--- src/rtl/cricket_pkg.sv ---
// Shared definitions for the cricket scoreboard blocks: score-word layout,
// innings state encoding and winner encoding.
package cricket_pkg;

    localparam int SCORE_W  = 12;
    localparam int RUNS_MSB = 11;
    localparam int RUNS_LSB = 4;
    localparam int WKT_MSB  = 3;
    localparam int WKT_LSB  = 0;

    typedef enum logic [1:0] {
        INN1  = 2'd0,
        BREAK = 2'd1,
        INN2  = 2'd2,
        DONE  = 2'd3
    } state_t;

    localparam logic WIN_TEAM1 = 1'b0;
    localparam logic WIN_TEAM2 = 1'b1;

    function automatic logic [RUNS_MSB-RUNS_LSB:0] runs_of(input logic [SCORE_W-1:0] word);
        return word[RUNS_MSB:RUNS_LSB];
    endfunction

    function automatic logic [WKT_MSB-WKT_LSB:0] wkts_of(input logic [SCORE_W-1:0] word);
        return word[WKT_MSB:WKT_LSB];
    endfunction

endpackage

--- src/rtl/over_counter.sv ---
// Per-team legal-ball counter: saturating ball total plus overs/ball-in-over
// tracked by a wrapping sub-counter rather than a divider.
module over_counter #(
    parameter int BALLS_PER_OVER = 6,
    parameter int BALL_LIMIT     = 120
) (
    input  logic       clk,
    input  logic       reset,
    input  logic       i_inc,
    input  logic       i_clr,
    output logic [6:0] o_balls,
    output logic [4:0] o_overs,
    output logic [2:0] o_ball_in_over
);

    localparam logic [6:0] LIMIT    = 7'(BALL_LIMIT);
    localparam logic [2:0] LAST_BIO = 3'(BALLS_PER_OVER - 1);

    logic [6:0] r_balls;
    logic [4:0] r_overs;
    logic [2:0] r_ball_in_over;
    logic       w_step;

    assign w_step = i_inc && (r_balls != LIMIT);

    always_ff @(posedge clk or posedge reset) begin
        if (reset) begin
            r_balls        <= '0;
            r_overs        <= '0;
            r_ball_in_over <= '0;
        end else begin
            if (w_step)
                r_balls <= r_balls + 7'd1;
            // clr only resets the over view; the ball total is the team's record
            if (i_clr) begin
                r_overs        <= '0;
                r_ball_in_over <= '0;
            end else if (w_step) begin
                if (r_ball_in_over == LAST_BIO) begin
                    r_ball_in_over <= '0;
                    r_overs        <= r_overs + 5'd1;
                end else begin
                    r_ball_in_over <= r_ball_in_over + 3'd1;
                end
            end
        end
    end

    assign o_balls        = r_balls;
    assign o_overs        = r_overs;
    assign o_ball_in_over = r_ball_in_over;

endmodule

--- src/rtl/innings_referee.sv ---
// Innings sequencer and result adjudicator: accepts deliveries, evaluates the
// score words one edge later, latches the chase target and declares the result.
module innings_referee
    import cricket_pkg::*;
#(
    parameter int MAX_OVERS      = 20,
    parameter int BALLS_PER_OVER = 6,
    parameter int MAX_WICKETS    = 10
) (
    input  logic               clk,
    input  logic               reset,
    input  logic               i_delivery,
    input  logic               i_team_sel,
    input  logic [SCORE_W-1:0] i_team1_data,
    input  logic [SCORE_W-1:0] i_team2_data,
    output logic [6:0]         o_team1_balls,
    output logic [6:0]         o_team2_balls,
    output logic [4:0]         o_overs,
    output logic [2:0]         o_ball_in_over,
    output logic [8:0]         o_target,
    output logic               o_inning_over,
    output logic               o_game_over,
    output logic               o_winner,
    output logic               o_tie
);

    localparam int         BALL_LIMIT = MAX_OVERS * BALLS_PER_OVER;
    localparam logic [6:0] LIMIT      = 7'(BALL_LIMIT);
    localparam logic [3:0] WKT_OUT    = 4'(MAX_WICKETS);

    state_t     r_state, w_next_state;
    logic       r_eval_pending;
    logic [8:0] r_target;
    logic       r_inning_over, r_game_over, r_winner, r_tie;

    logic       w_accept, w_inc1, w_inc2, w_clr2;
    logic [6:0] w_balls1, w_balls2;
    logic [4:0] w_overs1, w_overs2;
    logic [2:0] w_bio1, w_bio2;
    logic [8:0] w_runs1_ext, w_runs2_ext;
    logic       w_inn1_end, w_chase_won, w_inn2_end, w_level;
    logic       w_load_target, w_set_result, w_next_winner, w_next_tie;

    assign w_accept = i_delivery && !r_eval_pending &&
                      (((r_state == INN1) && !i_team_sel) ||
                       ((r_state == INN2) &&  i_team_sel));
    assign w_inc1   = w_accept && (r_state == INN1);
    assign w_inc2   = w_accept && (r_state == INN2);
    assign w_clr2   = (r_state == BREAK) && i_team_sel;

    over_counter #(
        .BALLS_PER_OVER (BALLS_PER_OVER),
        .BALL_LIMIT     (BALL_LIMIT)
    ) u_cnt_team1 (
        .clk            (clk),
        .reset          (reset),
        .i_inc          (w_inc1),
        .i_clr          (1'b0),
        .o_balls        (w_balls1),
        .o_overs        (w_overs1),
        .o_ball_in_over (w_bio1)
    );

    over_counter #(
        .BALLS_PER_OVER (BALLS_PER_OVER),
        .BALL_LIMIT     (BALL_LIMIT)
    ) u_cnt_team2 (
        .clk            (clk),
        .reset          (reset),
        .i_inc          (w_inc2),
        .i_clr          (w_clr2),
        .o_balls        (w_balls2),
        .o_overs        (w_overs2),
        .o_ball_in_over (w_bio2)
    );

    // Score words lag the strobe by one edge, so these are only meaningful while eval_pending
    assign w_runs1_ext = {1'b0, runs_of(i_team1_data)};
    assign w_runs2_ext = {1'b0, runs_of(i_team2_data)};
    assign w_inn1_end  = (wkts_of(i_team1_data) >= WKT_OUT) || (w_balls1 == LIMIT);
    assign w_inn2_end  = (wkts_of(i_team2_data) >= WKT_OUT) || (w_balls2 == LIMIT);
    assign w_chase_won = (w_runs2_ext >= r_target);
    assign w_level     = (w_runs2_ext == (r_target - 9'd1));

    always_ff @(posedge clk or posedge reset) begin
        if (reset)
            r_state <= INN1;
        else
            r_state <= w_next_state;
    end

    always_comb begin
        w_next_state  = r_state;
        w_load_target = 1'b0;
        w_set_result  = 1'b0;
        w_next_winner = WIN_TEAM1;
        w_next_tie    = 1'b0;
        case (r_state)
            INN1: begin
                if (r_eval_pending && w_inn1_end) begin
                    w_next_state  = BREAK;
                    w_load_target = 1'b1;
                end
            end
            BREAK: begin
                if (i_team_sel)
                    w_next_state = INN2;
            end
            INN2: begin
                if (r_eval_pending) begin
                    if (w_chase_won) begin
                        w_next_state  = DONE;
                        w_set_result  = 1'b1;
                        w_next_winner = WIN_TEAM2;
                    end else if (w_inn2_end) begin
                        w_next_state  = DONE;
                        w_set_result  = 1'b1;
                        w_next_winner = WIN_TEAM1;
                        w_next_tie    = w_level;
                    end
                end
            end
            DONE: begin
                w_next_state = DONE;
            end
            default: begin
                w_next_state = INN1;
            end
        endcase
    end

    always_ff @(posedge clk or posedge reset) begin
        if (reset) begin
            r_eval_pending <= 1'b0;
            r_target       <= '0;
            r_inning_over  <= 1'b0;
            r_game_over    <= 1'b0;
            r_winner       <= WIN_TEAM1;
            r_tie          <= 1'b0;
        end else begin
            r_eval_pending <= w_accept;
            if (w_load_target)
                r_target <= w_runs1_ext + 9'd1;
            r_inning_over <= (w_next_state == BREAK);
            r_game_over   <= (w_next_state == DONE);
            if (w_set_result) begin
                r_winner <= w_next_winner;
                r_tie    <= w_next_tie;
            end
        end
    end

    // Team 2's counters only move in INN2 and are frozen in DONE, so the mux holds last values
    assign o_overs        = ((r_state == INN2) || (r_state == DONE)) ? w_overs2 : w_overs1;
    assign o_ball_in_over = ((r_state == INN2) || (r_state == DONE)) ? w_bio2   : w_bio1;
    assign o_team1_balls  = w_balls1;
    assign o_team2_balls  = w_balls2;
    assign o_target       = r_target;
    assign o_inning_over  = r_inning_over;
    assign o_game_over    = r_game_over;
    assign o_winner       = r_winner;
    assign o_tie          = r_tie;

endmodule
--- config.mk ---
export PLATFORM = sky130hd
export DESIGN_NAME = innings_referee
export DESIGN_NICKNAME = d
export VERILOG_FILES = /design/src/rtl/cricket_pkg.sv /design/src/rtl/over_counter.sv /design/src/rtl/innings_referee.sv
export SDC_FILE = /design/constraint.sdc
export NUM_CORES = 1
export LEC_CHECK = 0
export CELL_PAD_IN_SITES_DETAIL_PLACEMENT = 1
export CELL_PAD_IN_SITES_GLOBAL_PLACEMENT = 1
export CORE_MARGIN = 2
export CORE_UTILIZATION = 34
export CTS_CLUSTER_DIAMETER = 30
export CTS_CLUSTER_SIZE = 24
export DETAILED_ROUTE_END_ITERATION = 10
export PLACE_DENSITY_LB_ADDON = 0.15
export SYNTH_ARGS = -nofsm -noshare
export SYNTH_HDL_FRONTEND = slang
export SYNTH_SLANG_ARGS = --single-unit
--- constraint.sdc ---
create_clock -name clk -period 2.37 [get_ports clk]
set_input_delay 0.474 -clock clk [delete_from_list [all_inputs] [get_ports clk]]
set_output_delay 0.474 -clock clk [all_outputs]
set_load 0.05 [all_outputs]
==> results of run 1 <==
worst paths after layout:
check                                                         from                                  to  slack, ns  cells past startpoint
worst min register to register                o_winner$_DFFE_PP0P_                o_winner$_DFFE_PP0P_       0.49                      2
worst max-delay path            u_cnt_team2.o_balls[0]$_DFFE_PP0P_                   o_tie$_DFFE_PP0P_       0.07                      8
worst max register to register  u_cnt_team2.o_balls[0]$_DFFE_PP0P_                   o_tie$_DFFE_PP0P_       0.07                      8
worst min-delay path                                         reset  u_cnt_team2.o_balls[1]$_DFFE_PP0P_       0.35                      2
max in group asynchronous                                    reset  u_cnt_team2.o_overs[2]$_DFFE_PP0P_       1.58                      3
min in group clk                              o_winner$_DFFE_PP0P_                o_winner$_DFFE_PP0P_       0.49                      2
layout by cell type, fill, tap and decap left out, types with 2 or more instances in the layout:
master	n
xnor2_1	18
clkdlybuf4s50_1	52
nand4_1	10
inv_1	16
dfrtp_1	45
or2_2	2
ha_1	16
a211oi_1	2
and4b_1	2
nor3b_1	3
clkbuf_8	8
nand2_1	28
o21ai_0	14
xor2_1	18
buf_4	34
or3_1	2
nor3_1	2
nand4b_1	4
nand3_1	11
a21oi_1	12
nand3b_1	4
a21o_1	3
nor2_1	17
nand2b_1	2
mux2_2	10
and3_1	2
power groups by stage:
stage | clock (mW) | combinational [mW] | sequential [mW]
finish | 0.556 | 1.18 | 1.05
global placement | 0 | 1.17 | 1.06
global route | 0.605 | 1.27 | 1.08
floorplan | 0 | 0.457 | 1.34
detailed placement | 0 | 1.19 | 1.07
CTS | 0.577 | 1.20 | 1.05
through the flow:
step | setup WS, ns | total power [mW] | utilization
after global placement | -0.3198 | 2.226 | 0.4640
after global routing | 0.009190 | 2.949 | 0.4793
after CTS | 0.01187 | 2.828 | 0.4789
final | 0.07183 | 2.788 | 0.4793
after detailed placement | -0.3348 | 2.255 | 0.4640
after floorplan | 0.006211 | 1.792 | -
per-layer routing:
metal,wire length (um),vias up,share of wire
li1,-,1097,-
met1,3022,1080,0.46
met2,3138,49,0.48
met3,264,8,0.041
met4,91,0,0.014
met5,0,-,0
registers in the layout, indices dropped and copies added, names as in the netlist, 2 cells and up:
| signal | flops |
|---|---|
| u_cnt_team1.o_overs | 5 |
| u_cnt_team2.o_balls | 7 |
| u_cnt_team2.o_overs | 5 |
| u_cnt_team1.o_balls | 7 |
| o_target | 9 |
| r_state | 2 |
| u_cnt_team1.o_ball_in_over | 3 |
| u_cnt_team2.o_ball_in_over | 3 |
layout make-up:
| type | instances | area [um2] | share of cell area |
|---|---|---|---|
| multi-input combinational | 197 | 1396 | 0.3830 |
| tap | 102 | 127.6 | 0.03500 |
| inverter | 17 | 63.81 | 0.01750 |
| sequential | 46 | 1152 | 0.3161 |
| timing repair buffer | 87 | 795.8 | 0.2183 |
| clock buffer | 8 | 110.1 | 0.03020 |
logic make-up after synthesis:
group | synth area share
AND/OR/NAND/NOR | 0.2057
flip-flops | 0.4360
AO/OA/AOI/OAI | 0.07915
XOR/XNOR | 0.1194
buffers and inverters | 0.03744
adder cells (fa/ha/maj) | 0.07583
multiplexers | 0.04645
timing repair:
action | 4_1_cts | 5_1_grt
cloned | 0 | 0
gates resized for setup | 1 | 1
buffers inserted | 0 | 0
endpoints found under the setup margin | 2 | 1
==> qor.txt, run 1 <==
outcome = completed
# fillers = 889
Final Cell Area = 3646 um2
P_int = 1.678 mW
Setup CP Type = reg -> reg
Cell variety after synth = 41
met1 Use GR = 0.2080
unrepaired setup endpoints after global routing = false
CP delay by family, top = simple AND/OR/NAND/NOR gates
Final Slew Violations = 0
Yosys Warn Count = 0
cell taking the most area after synthesis = dfrtp_1
GP Congestion = 0.8178
power density of the placed cells = 764.6 nW/um2
GRT met2 Usage = 0.2745
drt wl/cell = 14.26 um
Worst Path Arrival = 2.53 ns
DP HPWL = 5170 um
DR iter-0 viols = 48
drt pass-1 iters = 4
DRC violations left = 0
Worst Setup End Kind = flip-flop
Synth async-reset ratio = 1.000
first-pass GRT wire length = 11050 um
P_leak = 1.660 nW
Clk pwr share = 0.199
PortBufs = 60
dominant cell by count in the synthesized netlist = dfrtp_1
pin slew with the least headroom to its limit = 0.5034 ns
CTS Hold Bufs = 0
sw frac = 0.3979
Psw = 1.109 mW
initial antenna violation count = 0
H-tree Lvls = 2
die area = 8486 um2
Area Overhead vs Synth = 38.10%
Std-Cell Rows = 32
busiest grt layer = met2
CTS Buffer Depth = 2
max_cap viols = 0
Synth Flop Type = dfrtp_1
Final Net Count = 398
DR vias/cell = 4.888
fmax = 435.1 MHz
vias in the first global route = 2367
Syn Inst Count = 266
Die X = 92.12 um
worst skew pair latency = 0.29 ns
slew margin rel. = 0.6633
Post-Syn Area per Cell = 9.925 um2
Post-Syn Nets = 310
setup TNS = 0 ns
clock root buffer master = clkbuf_8
crit path buf inv count = 1
nature of the critical path startpoint = flip-flop
drt total wl = 6516 um
combinational share of power = 0.424
Post-Layout Cell Count = 457
core area = 7607 um2
Total GRT Usage = 0.1603
min-delay worst type = in -> async
Post-synth EDFFs = 0
CP Max Fanout = 2
crit path cell chain = inv_1 -> ha_1 -> nand4b_1 -> or2_4 -> a21o_1 -> or3_1 -> or4_1 -> nand2_1
minimum clock period = 2.298 ns
CP required = 2.60 ns
grt ovf = 0
CP max stage cell = or4_1
Syn Std Cell Area = 2640 um2
# clock sinks = 46
flop and latch count out of synthesis = 46
Worst-path clk slew = 0.09 ns
Initial Util = 0.3470
endpoints failing setup = 0
# IOs = 63
Yosys top cell area share = 0.4360
layout cells sized above 1 = 0.1746
met3 Use GR = 0.03287
pin count of the biggest net entering global routing = 44
skew final = 0.006346 ns
synth cell count leaders = 46 x dfrtp_1, 28 x nand2_1, 18 x xnor2_1, 18 x xor2_1
crit-path max cell delay = 0.51 ns
sequential share of the synthesized area = 0.4360
Reg power frac = 0.376
WHS = 0.3533 ns
DP Cell Count = 449
Synth area leaders = dfrtp_1 44%, ha_1 7.6%, xnor2_1 6.0%
Die Y = 92.12 um
via count = 2234
Final Hold Fails = 0
CTS tree = built
peak supply drop = 0.4402 mV
TritonCTS Buffers = 5
placed inst area = 3530 um2
final worst path period share = 0.9697
DRT antenna net count = 0
Antenna Cells = 0
(Power assumes the default switching activity.)
==> run 2, diff against run 1 <==
Settings changed: CORE_UTILIZATION 34 to 38, GPL_ROUTABILITY_DRIVEN set to 0.
Clock period 2.37 ns to 2.38 ns, I/O delays scaled along.
==> qor.txt, run 2 (same netlist as run 1, synthesis figures left out) <==
drt pass-1 iters = 4
CTS Buffer Depth = 2
outcome = completed
clock root buffer master = clkbuf_8
Worst-path clk slew = 0.09 ns
DR vias/cell = 5.180
CP Max Fanout = 5
CTS tree = built
die area = 7630 um2
Total GRT Usage = 0.1861
skew final = 0.01037 ns
slew margin rel. = 0.5638
min-delay worst type = reg -> reg
initial antenna violation count = 0
drt wl/cell = 15.33 um
WHS = 0.4742 ns
Area Overhead vs Synth = 34.60%
Clk pwr share = 0.189
DP Cell Count = 419
Worst Setup End Kind = flip-flop
Std-Cell Rows = 30
# IOs = 63
Setup CP Type = in -> reg
power density of the placed cells = 767.7 nW/um2
PortBufs = 60
Post-Layout Cell Count = 428
DR iter-0 viols = 65
dpl ws = -0.3127 ns
grt ovf = 0
Antenna Cells = 0
TritonCTS Buffers = 5
Final Slew Violations = 0
P_leak = 1.614 nW
Worst Path Arrival = 2.47 ns
minimum clock period = 2.266 ns
nature of the critical path startpoint = input pin
Reg power frac = 0.388
H-tree Lvls = 2
fmax = 441.2 MHz
total chip power = 2.728 mW
# clock sinks = 46
Final Hold Fails = 0
Largest register FFs = 9
commonest non-fill, non-tap cells in the layout = 52 x clkdlybuf4s50_1, 45 x dfrtp_1, 28 x nand2_1
pin slew with the least headroom to its limit = 0.6474 ns
CP required = 2.58 ns
Initial Util = 0.3907
DRT antenna net count = 0
layout cells sized above 1 = 0.1580
DP HPWL = 5218 um
pin count of the biggest net entering global routing = 30
Psw = 1.124 mW
max_cap viols = 0
unrepaired setup endpoints after global routing = false
Final Net Count = 391
P_int = 1.604 mW
combinational share of power = 0.423
most common cell after layout, fill and taps aside = clkdlybuf4s50_1
# fillers = 775
worst skew pair latency = 0.30 ns
vias in the first global route = 2328
Die Y = 87.35 um
Final Cell Area = 3553 um2
placed inst area = 3442 um2
CTS Hold Bufs = 0
sw frac = 0.4122
final worst path period share = 0.9523
first-pass GRT wire length = 11050 um
endpoints failing setup = 0
via count = 2217
drt total wl = 6561 um
Die X = 87.35 um
core area = 6756 um2
final worst setup slack = 0.1136 ns
DRC violations left = 0
peak supply drop = 0.5772 mV
[run 2: per-stage QoR]
step	util	setup TNS (ns)
finish	0.5259	0
global route	0.5259	0
CTS	0.5235	0
detailed placement	0.5094	-4.555
global placement	0.5094	-3.769
floorplan	-	0
[run 2: repair_timing]
| action | in CTS | in global routing |
|---|---|---|
| resized for setup | 0 | 3 |
| buffers inserted | 0 | 1 |
| setup endpoints to repair | 0 | 10 |
[run 2: routing by layer]
layer  global-route usage  up-vias  part of all wire
li1                     -     1083                 -
met1               0.2482     1091              0.48
met2               0.3072       38              0.48
met3              0.03033        5             0.034
met4              0.06154        0             0.011
met5                    0        -                 0
[run 2: power by group through the flow]
stage / Combinational (mW) / Sequential [mW] / Clock, mW
after CTS: 1.14 / 1.06 / 0.530
after global placement: 1.11 / 1.07 / 0
after floorplan: 0.455 / 1.33 / 0
final: 1.15 / 1.06 / 0.516
after detailed placement: 1.14 / 1.08 / 0
after global routing: 1.24 / 1.08 / 0.566
[run 2: critical path: stages]
cell and delay, ns:
clkdlybuf4s50_1 0.44, xor2_1 0.17, or4b_4 0.56, nor3_4 0.14, and4b_1 0.32, mux2_2 0.35
[run 2: path summary, 6_finish.rpt]
check	cells past startpoint	start	slack [ns]	endpoint
setup reg to reg	8	u_cnt_team2.o_balls[0]$_DFFE_PP0P_	0.12	o_tie$_DFFE_PP0P_
min in group asynchronous	2	reset	0.48	u_cnt_team1.o_overs[0]$_DFFE_PP0P_
hold reg to reg	1	u_cnt_team1.o_overs[4]$_DFFE_PP0P_	0.47	u_cnt_team1.o_overs[4]$_DFFE_PP0P_
setup / recovery	6	i_team_sel	0.11	u_cnt_team1.o_overs[1]$_DFFE_PP0P_
max in group asynchronous	3	reset	1.40	o_inning_over$_DFF_PP0_
hold / removal	1	u_cnt_team1.o_overs[4]$_DFFE_PP0P_	0.47	u_cnt_team1.o_overs[4]$_DFFE_PP0P_
[run 2: area by class of cell]
| cell class | count | area (um2) | area share |
|---|---|---|---|
| inverters | 17 | 63.81 | 0.01796 |
| flip-flops and latches | 46 | 1152 | 0.3243 |
| clock buffers | 7 | 86.33 | 0.02430 |
| clock inverters | 1 | 8.758 | 0.002465 |
| repair buffers | 80 | 743.2 | 0.2092 |
| multi-input cells | 197 | 1399 | 0.3937 |
| well taps | 80 | 100.1 | 0.02817 |
==> run 3, diff against run 2 <==
Settings changed: CORE_UTILIZATION 38 to 37, HOLD_SLACK_MARGIN set to 0.12, SLEW_MARGIN set to 40.
==> qor.txt, run 3 (same netlist as run 1, synthesis figures left out) <==
Final Slew Violations = 0
CP max stage cell = or4_1
register-to-register setup slack = 0.15 ns
Hold Path End = u_cnt_team1.o_overs[4]$_DFFE_PP0P_
Hold Path Depth = 1
grt ovf = 0
pin slew with the least headroom to its limit = 0.5465 ns
drt pass-1 iters = 4
fmax = 447.6 MHz
Die X = 88.47 um
DR iter-0 viols = 47
total chip power = 2.738 mW
minimum clock period = 2.234 ns
P_leak = 1.641 nW
vias in the first global route = 2201
# fillers = 774
Area Overhead vs Synth = 36.35%
met2 wire length = 3025 um
pin count of the biggest net entering global routing = 47
Worst-path clk slew = 0.09 ns
crit path cell chain = inv_1 -> ha_1 -> nand4b_1 -> or2_2 -> a21o_1 -> or3_1 -> or4_1 -> nand2_1
wl on met1 = 3276 um
CTS Buffer Depth = 2
layout cells sized above 1 = 0.1648
max_cap viols = 0
Worst Path Arrival = 2.47 ns
final worst path period share = 0.9387
met3 wire len = 214 um
DP HPWL = 5081 um
slew margin rel. = 0.6318
unrepaired setup endpoints after global routing = false
# IOs = 63
die area = 7827 um2
DP Cell Count = 436
Die Y = 88.47 um
drt total wl = 6552 um
most common cell after layout, fill and taps aside = clkdlybuf4s50_1
CP required = 2.62 ns
CP Max Fanout = 2
crit-path max cell delay = 0.47 ns
Reg2Reg Depth = 8
H-tree Lvls = 2
peak supply drop = 0.6135 mV
worst skew pair latency = 0.30 ns
hold wc startpoint = u_cnt_team1.o_overs[4]$_DFFE_PP0P_
Worst Setup End Kind = flip-flop
Post-Layout Cell Count = 448
TritonCTS Buffers = 5
Final Cell Area = 3600 um2
nature of the critical path startpoint = flip-flop
drt wl/cell = 14.63 um
CTS tree = built
PortBufs = 60
Setup CP Type = reg -> reg
clock root buffer master = clkbuf_8
utilization after layout = 0.5269
DRC violations left = 0
worst flop-to-flop path endpoint = o_tie$_DFFE_PP0P_
Final Net Count = 395
min-delay worst type = reg -> reg
# clock sinks = 46
power density of the placed cells = 760.5 nW/um2
Antenna Cells = 0
WHS = 0.4806 ns
reg-to-reg startpoint = u_cnt_team2.o_balls[0]$_DFFE_PP0P_
Top Metal Used = met4
DR vias/cell = 4.877
core area = 6832 um2
skew final = 0.009531 ns
DRT antenna net count = 0
Total GRT Usage = 0.1788
area of the multi-input gates = 1393 um2
Largest register FFs = 9
CP delay by family, top = simple AND/OR/NAND/NOR gates
endpoints failing setup = 0
first-pass GRT wire length = 10900 um
commonest non-fill, non-tap cells in the layout = 51 x clkdlybuf4s50_1, 45 x dfrtp_1, 31 x buf_4
Std-Cell Rows = 30
Initial Util = 0.3864
outcome = completed
initial antenna violation count = 0
placed inst area = 3470 um2
via count = 2185
Final Hold Fails = 0
crit path buf inv count = 1
register area = 1152 um2
-- run 3: changes by cell type in the layout (fill, tap and decap cells not counted), sizes merged --
cell / change
clkdlybuf4s50: -1
dlymetal6s2s: +1
buf: +4
-- run 3: how the worst max path moves through the flow --
stage / start / depth (start not counted) / end
3_5_place_dp: i_team_sel / 7 / u_cnt_team1.o_overs[1]$_DFFE_PP0P_
4_1_cts: i_team_sel / 7 / u_cnt_team1.o_overs[1]$_DFFE_PP0P_
2_1_floorplan: u_cnt_team2.o_balls[1]$_DFFE_PP0P_ / 8 / o_tie$_DFFE_PP0P_
5_1_grt: u_cnt_team2.o_balls[0]$_DFFE_PP0P_ / 8 / o_tie$_DFFE_PP0P_
3_3_place_gp: i_team_sel / 7 / u_cnt_team1.o_overs[1]$_DFFE_PP0P_
6_report: u_cnt_team2.o_balls[0]$_DFFE_PP0P_ / 8 / o_tie$_DFFE_PP0P_
-- run 3: final cells by class --
cell class | count | area share
clock buffer | 7 | 0.02398
clock inverter | 1 | 0.002433
inverter | 17 | 0.01773
multi-input combinational | 197 | 0.3869
sequential | 46 | 0.3201
tap | 96 | 0.03337
timing repair buffer | 84 | 0.2155
-- run 3: what timing repair did --
item / 4_1_cts / 5_1_grt
hold endpoints to repair: 0 / 0
setup buffers: 0 / 4
resized for setup: 0 / 2
hold buffers: 0 / 0
setup endpoints to repair: 0 / 9
-- run 3: stage by stage --
stage / worst slack, ns / setup TNS [ns]
2_1_floorplan: 0.01621 / 0
3_3_place_gp: -0.2721 / -3.377
3_5_place_dp: -0.2833 / -3.825
4_1_cts: 0.01612 / 0
5_1_grt: 0.01639 / 0
6_report: 0.1460 / 0
-- run 3: metal layers --
layer	global-route usage	up-vias
met4	0.03719	0
li1	-	1092
met1	0.2589	1051
met2	0.2837	40
met5	0	-
met3	0.02985	2
-- run 3: where the power goes --
part	internal, mW	switching, mW
clock	0.241	0.275
combinational	0.454	0.712
sequential	0.916	0.139
